--- src/rtl/res_ctrl_pkg.sv ---
// Shared types and helpers for the resilient stage controller and its counters.
// Latency: n/a (types, constants and constant functions only).
// Backpressure: n/a.
package res_ctrl_pkg;

    // Controller states; IDLE is the only non-busy state.
    typedef enum logic [2:0] {
        ST_IDLE  = 3'd0,
        ST_CAPT  = 3'd1,
        ST_SAMP  = 3'd2,
        ST_CHK   = 3'd3,
        ST_REC   = 3'd4,
        ST_RECAP = 3'd5,
        ST_DRAIN = 3'd6
    } state_e;

    function automatic int unsigned max_u(input int unsigned a, input int unsigned b);
        return (a > b) ? a : b;
    endfunction

    // Bits needed to hold the longer of the recovery wait and the sample window.
    function automatic int unsigned tmr_width(input int unsigned d1, input int unsigned samp);
        return $clog2(max_u(d1, samp) + 1);
    endfunction

    // Timer width sized for the largest legal D1 (255) and SAMPLE_CYC (15), so a
    // single package serves every legal instance configuration.
    localparam int unsigned TMR_W = tmr_width(255, 15);

    // Increment that sticks at maxv instead of wrapping.
    function automatic logic [31:0] sat_inc(input logic [31:0] v, input logic [31:0] maxv);
        return (v >= maxv) ? maxv : v + 32'd1;
    endfunction

endpackage

--- src/rtl/res_sat_counter.sv ---
// Saturating event counter; holds at all-ones instead of wrapping.
// Latency: count visible one cycle after the enable is sampled.
// Backpressure: none; one increment per enabled cycle.
// Ports: clk_i, rst_ni (async active-low), en_i (increment), cnt_o (registered count).
module res_sat_counter
    import res_ctrl_pkg::*;
#(
    parameter int WIDTH = 8
) (
    input  logic             clk_i,
    input  logic             rst_ni,
    input  logic             en_i,
    output logic [WIDTH-1:0] cnt_o
);

    localparam logic [WIDTH-1:0] MAX_V = '1;

    logic [WIDTH-1:0] cnt_q;
    logic [WIDTH-1:0] cnt_d;

    always_comb begin
        cnt_d = cnt_q;
        if (en_i) begin
            cnt_d = WIDTH'(sat_inc(32'(cnt_q), 32'(MAX_V)));
        end
    end

    always_ff @(posedge clk_i or negedge rst_ni) begin
        if (!rst_ni) begin
            cnt_q <= '0;
        end else begin
            cnt_q <= cnt_d;
        end
    end

    assign cnt_o = cnt_q;

endmodule

--- src/rtl/resilient_stage_ctrl.sv ---
// Synchronous token controller for one bundled-data stage with timing-error recovery.
// Latency: l_req to r_req is SAMPLE_CYC+3 cycles clean, SAMPLE_CYC+4+D0/D1 on an error.
// Backpressure: four-phase req/ack on both sides; a new token waits for r_ack low.
// Ports: clk, rst (async active-low); l_req/l_ack left handshake; r_req/r_ack right
//        handshake; err0/err1 per-lane short/long-delay flags; cap_en main-latch
//        pulse; sample shadow window; busy; err0_cnt/err1_cnt recovery counts.
// Option: define ERR_STATS_EN to build the recovery counters; otherwise they read 0.
module resilient_stage_ctrl
    import res_ctrl_pkg::*;
#(
    parameter int NLANE      = 4,
    parameter int SAMPLE_CYC = 2,
    parameter int D0         = 3,
    parameter int D1         = 15,
    parameter int CNT_W      = 8
) (
    input  logic             clk,
    input  logic             rst,
    input  logic             l_req,
    output logic             l_ack,
    output logic             r_req,
    input  logic             r_ack,
    input  logic [NLANE-1:0] err0,
    input  logic [NLANE-1:0] err1,
    output logic             cap_en,
    output logic             sample,
    output logic             busy,
    output logic [CNT_W-1:0] err0_cnt,
    output logic [CNT_W-1:0] err1_cnt
);

    localparam logic [TMR_W-1:0] SAMP_T = TMR_W'(SAMPLE_CYC);
    localparam logic [TMR_W-1:0] D0_T   = TMR_W'(D0);
    localparam logic [TMR_W-1:0] D1_T   = TMR_W'(D1);
    localparam logic [TMR_W-1:0] ONE_T  = TMR_W'(1);

    state_e           state_q;
    logic [TMR_W-1:0] tmr_q;
    logic             l_ack_q;
    logic             r_req_q;
    logic             cap_en_q;
    logic             sample_q;
    logic             busy_q;

    logic any_err0;
    logic any_err1;

    assign any_err0 = |err0;
    assign any_err1 = |err1;

    always_ff @(posedge clk or negedge rst) begin
        if (!rst) begin
            state_q  <= ST_IDLE;
            tmr_q    <= '0;
            l_ack_q  <= 1'b0;
            r_req_q  <= 1'b0;
            cap_en_q <= 1'b0;
            sample_q <= 1'b0;
            busy_q   <= 1'b0;
        end else begin
            // Pulses default low; each state re-asserts what it needs.
            cap_en_q <= 1'b0;
            sample_q <= 1'b0;
            case (state_q)
                ST_IDLE: begin
                    if (l_req && !r_ack && !l_ack_q) begin
                        state_q  <= ST_CAPT;
                        cap_en_q <= 1'b1;
                        busy_q   <= 1'b1;
                    end
                end
                ST_CAPT: begin
                    state_q  <= ST_SAMP;
                    sample_q <= 1'b1;
                    tmr_q    <= SAMP_T;
                end
                ST_SAMP: begin
                    // tmr_q counts the window cycles still to be shown, this one included.
                    if (tmr_q == ONE_T) begin
                        state_q <= ST_CHK;
                        tmr_q   <= '0;
                    end else begin
                        sample_q <= 1'b1;
                        tmr_q    <= tmr_q - ONE_T;
                    end
                end
                ST_CHK: begin
                    // Long-delay errors need the longer wait, so they take priority.
                    if (any_err1) begin
                        state_q <= ST_REC;
                        tmr_q   <= D1_T;
                    end else if (any_err0) begin
                        state_q <= ST_REC;
                        tmr_q   <= D0_T;
                    end else begin
                        state_q <= ST_DRAIN;
                        l_ack_q <= 1'b1;
                        r_req_q <= 1'b1;
                    end
                end
                ST_REC: begin
                    // Leave on the cycle the decrement would reach zero, giving exactly
                    // D0/D1 cycles in REC.
                    if (tmr_q == ONE_T) begin
                        state_q  <= ST_RECAP;
                        cap_en_q <= 1'b1;
                        tmr_q    <= '0;
                    end else begin
                        tmr_q <= tmr_q - ONE_T;
                    end
                end
                ST_RECAP: begin
                    state_q <= ST_DRAIN;
                    l_ack_q <= 1'b1;
                    r_req_q <= 1'b1;
                end
                ST_DRAIN: begin
                    // Each side retires on its own; both may fall on the same edge.
                    if (l_ack_q && !l_req) begin
                        l_ack_q <= 1'b0;
                    end
                    if (r_req_q && r_ack) begin
                        r_req_q <= 1'b0;
                    end
                    if (!l_ack_q && !r_req_q && !r_ack) begin
                        state_q <= ST_IDLE;
                        busy_q  <= 1'b0;
                    end
                end
                default: begin
                    state_q <= ST_IDLE;
                    tmr_q   <= '0;
                    l_ack_q <= 1'b0;
                    r_req_q <= 1'b0;
                    busy_q  <= 1'b0;
                end
            endcase
        end
    end

    assign l_ack  = l_ack_q;
    assign r_req  = r_req_q;
    assign cap_en = cap_en_q;
    assign sample = sample_q;
    assign busy   = busy_q;

`ifdef ERR_STATS_EN
    logic cnt0_en;
    logic cnt1_en;

    // A simultaneous err0/err1 is a class-1 recovery only.
    assign cnt1_en = (state_q == ST_CHK) && any_err1;
    assign cnt0_en = (state_q == ST_CHK) && !any_err1 && any_err0;

    res_sat_counter #(.WIDTH(CNT_W)) u_cnt0 (
        .clk_i  (clk),
        .rst_ni (rst),
        .en_i   (cnt0_en),
        .cnt_o  (err0_cnt)
    );

    res_sat_counter #(.WIDTH(CNT_W)) u_cnt1 (
        .clk_i  (clk),
        .rst_ni (rst),
        .en_i   (cnt1_en),
        .cnt_o  (err1_cnt)
    );
`else
    assign err0_cnt = '0;
    assign err1_cnt = '0;
`endif

endmodule

--- config.mk ---
export PLATFORM = sky130hd
export DESIGN_NAME = resilient_stage_ctrl
export DESIGN_NICKNAME = d
export VERILOG_FILES = /design/src/rtl/res_ctrl_pkg.sv /design/src/rtl/res_sat_counter.sv /design/src/rtl/resilient_stage_ctrl.sv
export SDC_FILE = /design/constraint.sdc
export NUM_CORES = 1
export LEC_CHECK = 0
export CAP_MARGIN = 30
export CORE_UTILIZATION = 47
export CTS_CLUSTER_SIZE = 20
export DETAILED_ROUTE_END_ITERATION = 10
export PLACE_DENSITY_LB_ADDON = 0.15
export RECOVER_POWER = 50
export SLEW_MARGIN = 15
export SYNTH_ARGS = -nofsm -noshare
export SYNTH_HDL_FRONTEND = slang
export SYNTH_HIERARCHICAL = 1
export SYNTH_SLANG_ARGS = --single-unit
--- constraint.sdc ---
create_clock -name clk -period 2.4 [get_ports clk]
set_input_delay 0.48 -clock clk [delete_from_list [all_inputs] [get_ports clk]]
set_output_delay 0.48 -clock clk [all_outputs]
set_load 0.02 [all_outputs]
-- Word-level counts from Yosys, hierarchy flattened
Index checks and enable logic that the tools add are counted.
Widths: inputs -> output; s select.
- logic and storage cells: 74
- input bits: 12
- ROM bits: 0
- latch bits: 0
- memories: 0
- bits in registers: 16
- bits in writable memories: 0
- magnitude comparators: 0
- equality and inequality tests: 16
- add/subtract/negate cells: 1
- shifts and indexed selects: 0
- $mul: 0
- div/mod/pow operators: 0
- bitwise logic cells: 3
- reductions and logical operators: 22
- multiplexer cells: 25
- operator list (operator ; number):
    $pmux 8 s4 ; 1
    $mux 8 ; 3
    $pmux 3 s7 ; 1
    $ne 2x2->1 const B ; 8
    $mux 3 ; 4
    $reduce_and 4->1 ; 3
    $reduce_or 4->1 ; 3
    $eq 3x3->1 const B ; 3
    $mux 1 ; 9
    $eq 8x1->1 const B ; 1
    $pmux 1 s4 ; 2
    $sub 8x1->8 const B ; 1
    $eq 3x2->1 const B ; 2
    $logic_and 1x1->1 ; 6
    $reduce_or 5->1 ; 1
    $logic_not 1->1 ; 4
    $mux 2 ; 2
    $pmux 1 s2 ; 2
    $eq 3x1->1 const B ; 1
    $logic_not 3->1 ; 1
    $ne 3x3->1 const B ; 1
    $not 1->1 ; 3
    $pmux 1 s3 ; 1
    $reduce_and 3->1 ; 1
    other kinds (3) ; 3

-- Longest topological paths before layout
- depth in word-level cells: 5
- mapped depth: 7
- gate-level depth less buffers: 6

-- Worst setup path before layout
OpenSTA, ideal clock, no wires.
- kind: register to register
- start: register tmr_q[1]
- end: register tmr_q[4]
- data arrival time: 1569 ps
- setup time: 134 ps
- data required time: 2266 ps
- cell stages (with the launch flop): 8
- buffers on the path: 1
- path slack: 697 ps
- path through: dfrtp_1 inv_1 ha_1 nor3b_1 a211oi_2 buf_4 a221oi_1 mux2i_1
- longest elaborated chain between the ends: 3
- elaborated cells between the ends (all ways): 4
- classes of those cells: 1 x add/sub; 1 x eq/ne; 2 x mux
- ends and longest elaborated chain (element ; line ; text):
    from (decl) ; resilient_stage_ctrl.sv:38 ; logic [TMR_W-1:0] tmr_q;
    from (signal assigned) ; resilient_stage_ctrl.sv:84 ; tmr_q <= tmr_q - ONE_T;
    from (signal assigned) ; resilient_stage_ctrl.sv:109 ; tmr_q <= tmr_q - ONE_T;
    $sub 8x1->8 or $eq 8x1->1 (tied branches) ; -- ;
    $mux 8 * ; resilient_stage_ctrl.sv:79, resilient_stage_ctrl.sv:104 ;
    $pmux 8 s4 * ; resilient_stage_ctrl.sv:64 ; case (state_q)
Mark *: on every way between the ends. The rest lies on a longest branch, timed or not.
A chain may end at the register's enable or synchronous reset.

-- Worst setup path after layout
- start: register tmr_q[1]
- end: register tmr_q[2]
The elaborated chain is that of the path after synthesis.

==> results.json <==
{
  "status": "completed",
  "grt_max_degree": 21,
  "cts_inserted_buffers": 3,
  "fill_cells": 231,
  "cp_slowest_cell": "a211oi_2",
  "grt_pass1_wl_um": 3660,
  "ant_nets": 0,
  "endpoint_kind": "flip-flop",
  "fin_crit_sh_pct": 87.1,
  "die_area_um2": 2650,
  "htreeDepth": 1,
  "syn_avg_cell_area_um2": 8.70,
  "hold_ws_ps": 505,
  "gr-usage-all-layers_pct": 18.7,
  "drt-total-wl_um": 2120,
  "insertion_delay_ps": 290,
  "grt-ovfl-total": 0,
  "cts-root-buf": "clkbuf_4",
  "fin_util_pct": 57.5,
  "cap_viol_max_count": 0,
  "drc": 0,
  "seq_area_frac_synth_pct": 34.9,
  "multi_input_area_um2": 618,
  "port_buffers": 16,
  "antenna_found_initial": 0,
  "ir_worst_vdd_mv": 1.01,
  "synthArstFlopShare_pct": 100,
  "synth-seq-cells": 16,
  "drive_gt1_share_pct": 6.80,
  "leakagePower_nw": 0.543,
  "die_w_um": 51.4,
  "synthSimpleGateAreaFrac_pct": 17.5,
  "grt_pass1_vias": 834,
  "diodes": 0,
  "slew_headroom_pct": 41.2,
  "clkTransAtPathRegs_ps": 90,
  "finalSetupTns_ps": 0,
  "setup_ws_ps": 311,
  "clk_path_buf_depth": 2,
  "synth_compound_area_share_pct": 23.2,
  "synth_flop_cell": "dfrtp_1",
  "ff2ff_path_depth": 6,
  "vias": 952,
  "hold_viol_final": 0,
  "min_path_type": "reg2reg",
  "synth_top_family_by_area": "compound AO/OA/AOI/OAI gates",
  "slowest_delay_ps": 770,
  "min_period_ps": 2090,
  "vias_per_cell": 5.44,
  "initial_core_util_pct": 50.9,
  "min_path_cells": 1,
  "ctsHoldBuffers": 0,
  "first_pass_iters": 4,
  "die_y_um": 51.4,
  "synth_enable_flop_cells": 0,
  "dp_slack_ps": 322,
  "critPathMaxFanout": 13,
  "routedWlPerCell_um": 12.1,
  "synth.mux.area_fraction_pct": 2.61,
  "fmaxAchievable_mhz": 479,
  "synth_adder_area_share_pct": 2.18,
  "required_ps": 2620,
  "ys_warn_count": 6,
  "routabilityCongestion": 0.772,
  "fin_skew_ps": 3.64,
  "io_pins": 33,
  "synth.distinct_cells": 40,
  "report.final.setup_viol": 0,
  "clkSinkCount": 16,
  "rows": 17,
  "tightestPinTransition_ps": 881,
  "critPathArrivalTime_ps": 2310,
  "slew_violations": 0,
  "fin_cells": 175,
  "synth_area_um2": 1150,
  "start_kind": "flip-flop",
  "synth_xor_area_share_pct": 3.05,
  "place_hpwl_um": 1610,
  "cts_resized": 0,
  "final_nets": 163,
  "core_um2": 2250,
  "dp.cells": 172,
  "cts_tree": "built",
  "post-cts-setup-buffers": 0,
  "netlist_instances": 132,
  "power.density_nw_per_um2": 1320,
  "critical_path_class": "reg2reg",
  "seq_area_um2": 400,
  "first_iter_violations": 10,
  "cp_cell_sequence": "inv_1, ha_1, nor3b_1, a211oi_2, a221oi_1, o21ai_0",
  "syn_to_final_growth_pct": 12.9,
  "grt_setup_unrepaired": "false"
}
==> stage by stage <==
stage | total power (W) | cell area, um^2
after floorplan | 0.00135 | 1200
after global placement | 0.00156 | 1280
after detailed placement | 0.00158 | 1280
after CTS | 0.00172 | 1300
after global routing | 0.00188 | 1300
final | 0.00171 | 1300
==> worst paths after layout <==
kind                                      start                    to  slack [ps]
setup / recovery           tmr_q[1]$_DFFE_PN0P_  tmr_q[2]$_DFFE_PN0P_         310
hold / removal             tmr_q[7]$_DFFE_PN0P_  tmr_q[7]$_DFFE_PN0P_         510
setup reg to reg           tmr_q[1]$_DFFE_PN0P_  tmr_q[2]$_DFFE_PN0P_         310
hold reg to reg            tmr_q[7]$_DFFE_PN0P_  tmr_q[7]$_DFFE_PN0P_         510
max in group asynchronous                   rst  tmr_q[1]$_DFFE_PN0P_        1070
min in group asynchronous                   rst     r_req$_DFFE_PN0P_         800
==> cells in the mapped netlist, types with 3 or more instances <==
cell type  instances  area, um^2
buf_4             17         128
a31oi_1            4        25.0
inv_1              8        30.0
nand2_1            6        22.5
dfrtp_1           16         400
a221oi_1           4        35.0
mux2i_1            3        30.0
nor3_1             4        20.0
nor2_1            11        41.3
a21oi_1            9        45.0
o21ai_0            8        40.0
xnor2_1            3        26.3
clkbuf_1           3        11.3
==> flip-flops by register name (all words and copies together) (netlist names) <==
signal	count
state_q	3
l_ack	1
busy	1
sample	1
r_req	1
tmr_q	8
cap_en	1
==> cells in the final DEF, fill, tap and decap left out, types with 2 or more instances in the layout <==
master / synthesis / final
conb_1: 1 / 16
dfrtp_1: 16 / 16
clkdlybuf4s50_1: 0 / 14
nor2_1: 11 / 11
a21oi_1: 9 / 9
inv_1: 8 / 8
o21ai_0: 8 / 8
nand2_1: 6 / 6
a31oi_1: 4 / 4
nor3_1: 4 / 4
a221oi_1: 4 / 4
mux2i_1: 3 / 3
xnor2_1: 3 / 3
clkbuf_4: 0 / 3
buf_4: 17 / 3
nor3b_1: 2 / 2
or3_1: 2 / 2
nor4_1: 2 / 2
nand4_1: 2 / 2
nand3b_1: 2 / 2
nand3_1: 2 / 2
ha_1: 2 / 2
dlygate4sd3_1: 0 / 2
clkbuf_1: 3 / 2
==> metal layers <==
| layer | global-route usage (%) | part of all wire, % |
|---|---|---|
| met4 | 5.86 | 0.99 |
| met3 | 5.95 | 3.4 |
| met1 | 24.1 | 46 |
| met5 | 0 | 0 |
| met2 | 29.7 | 50 |
==> logic make-up (layout without fill, tap and decap cells) <==
| family | after synthesis | after routing |
|---|---|---|
| fa+ha+maj | 2 | 2 |
| other cells | 1 | 16 |
| flops | 16 | 16 |
| simple gates | 37 | 37 |
| xor+xnor | 4 | 4 |
| mux | 3 | 3 |
| compound gates | 37 | 37 |
| buf+inv | 32 | 32 |
==> power by group <==
part / internal (W) / switching [W]
Clock: 0.0000585 / 0.0000851
Sequential: 0.000377 / 0.000158
Combinational: 0.000476 / 0.000558
==> area by class of cell <==
type                    count  area share [%]
repair buffers             21            14.7
multi-input cells          99            47.7
well taps                  28            2.70
inverters                   8            2.32
clock buffers               3            1.74
flip-flops and latches     16            30.9
==> critical path, delay by kind of cell, from the launching register on <==
family,cells,cell delay [ps]
AND/OR/NAND/NOR,1,160
AO/OA/AOI/OAI,3,1170
buffers and inverters,1,90
flip-flops,1,430
adder cells (fa/ha/maj),1,170
Note: power is estimated with default switching activity, not from simulation.
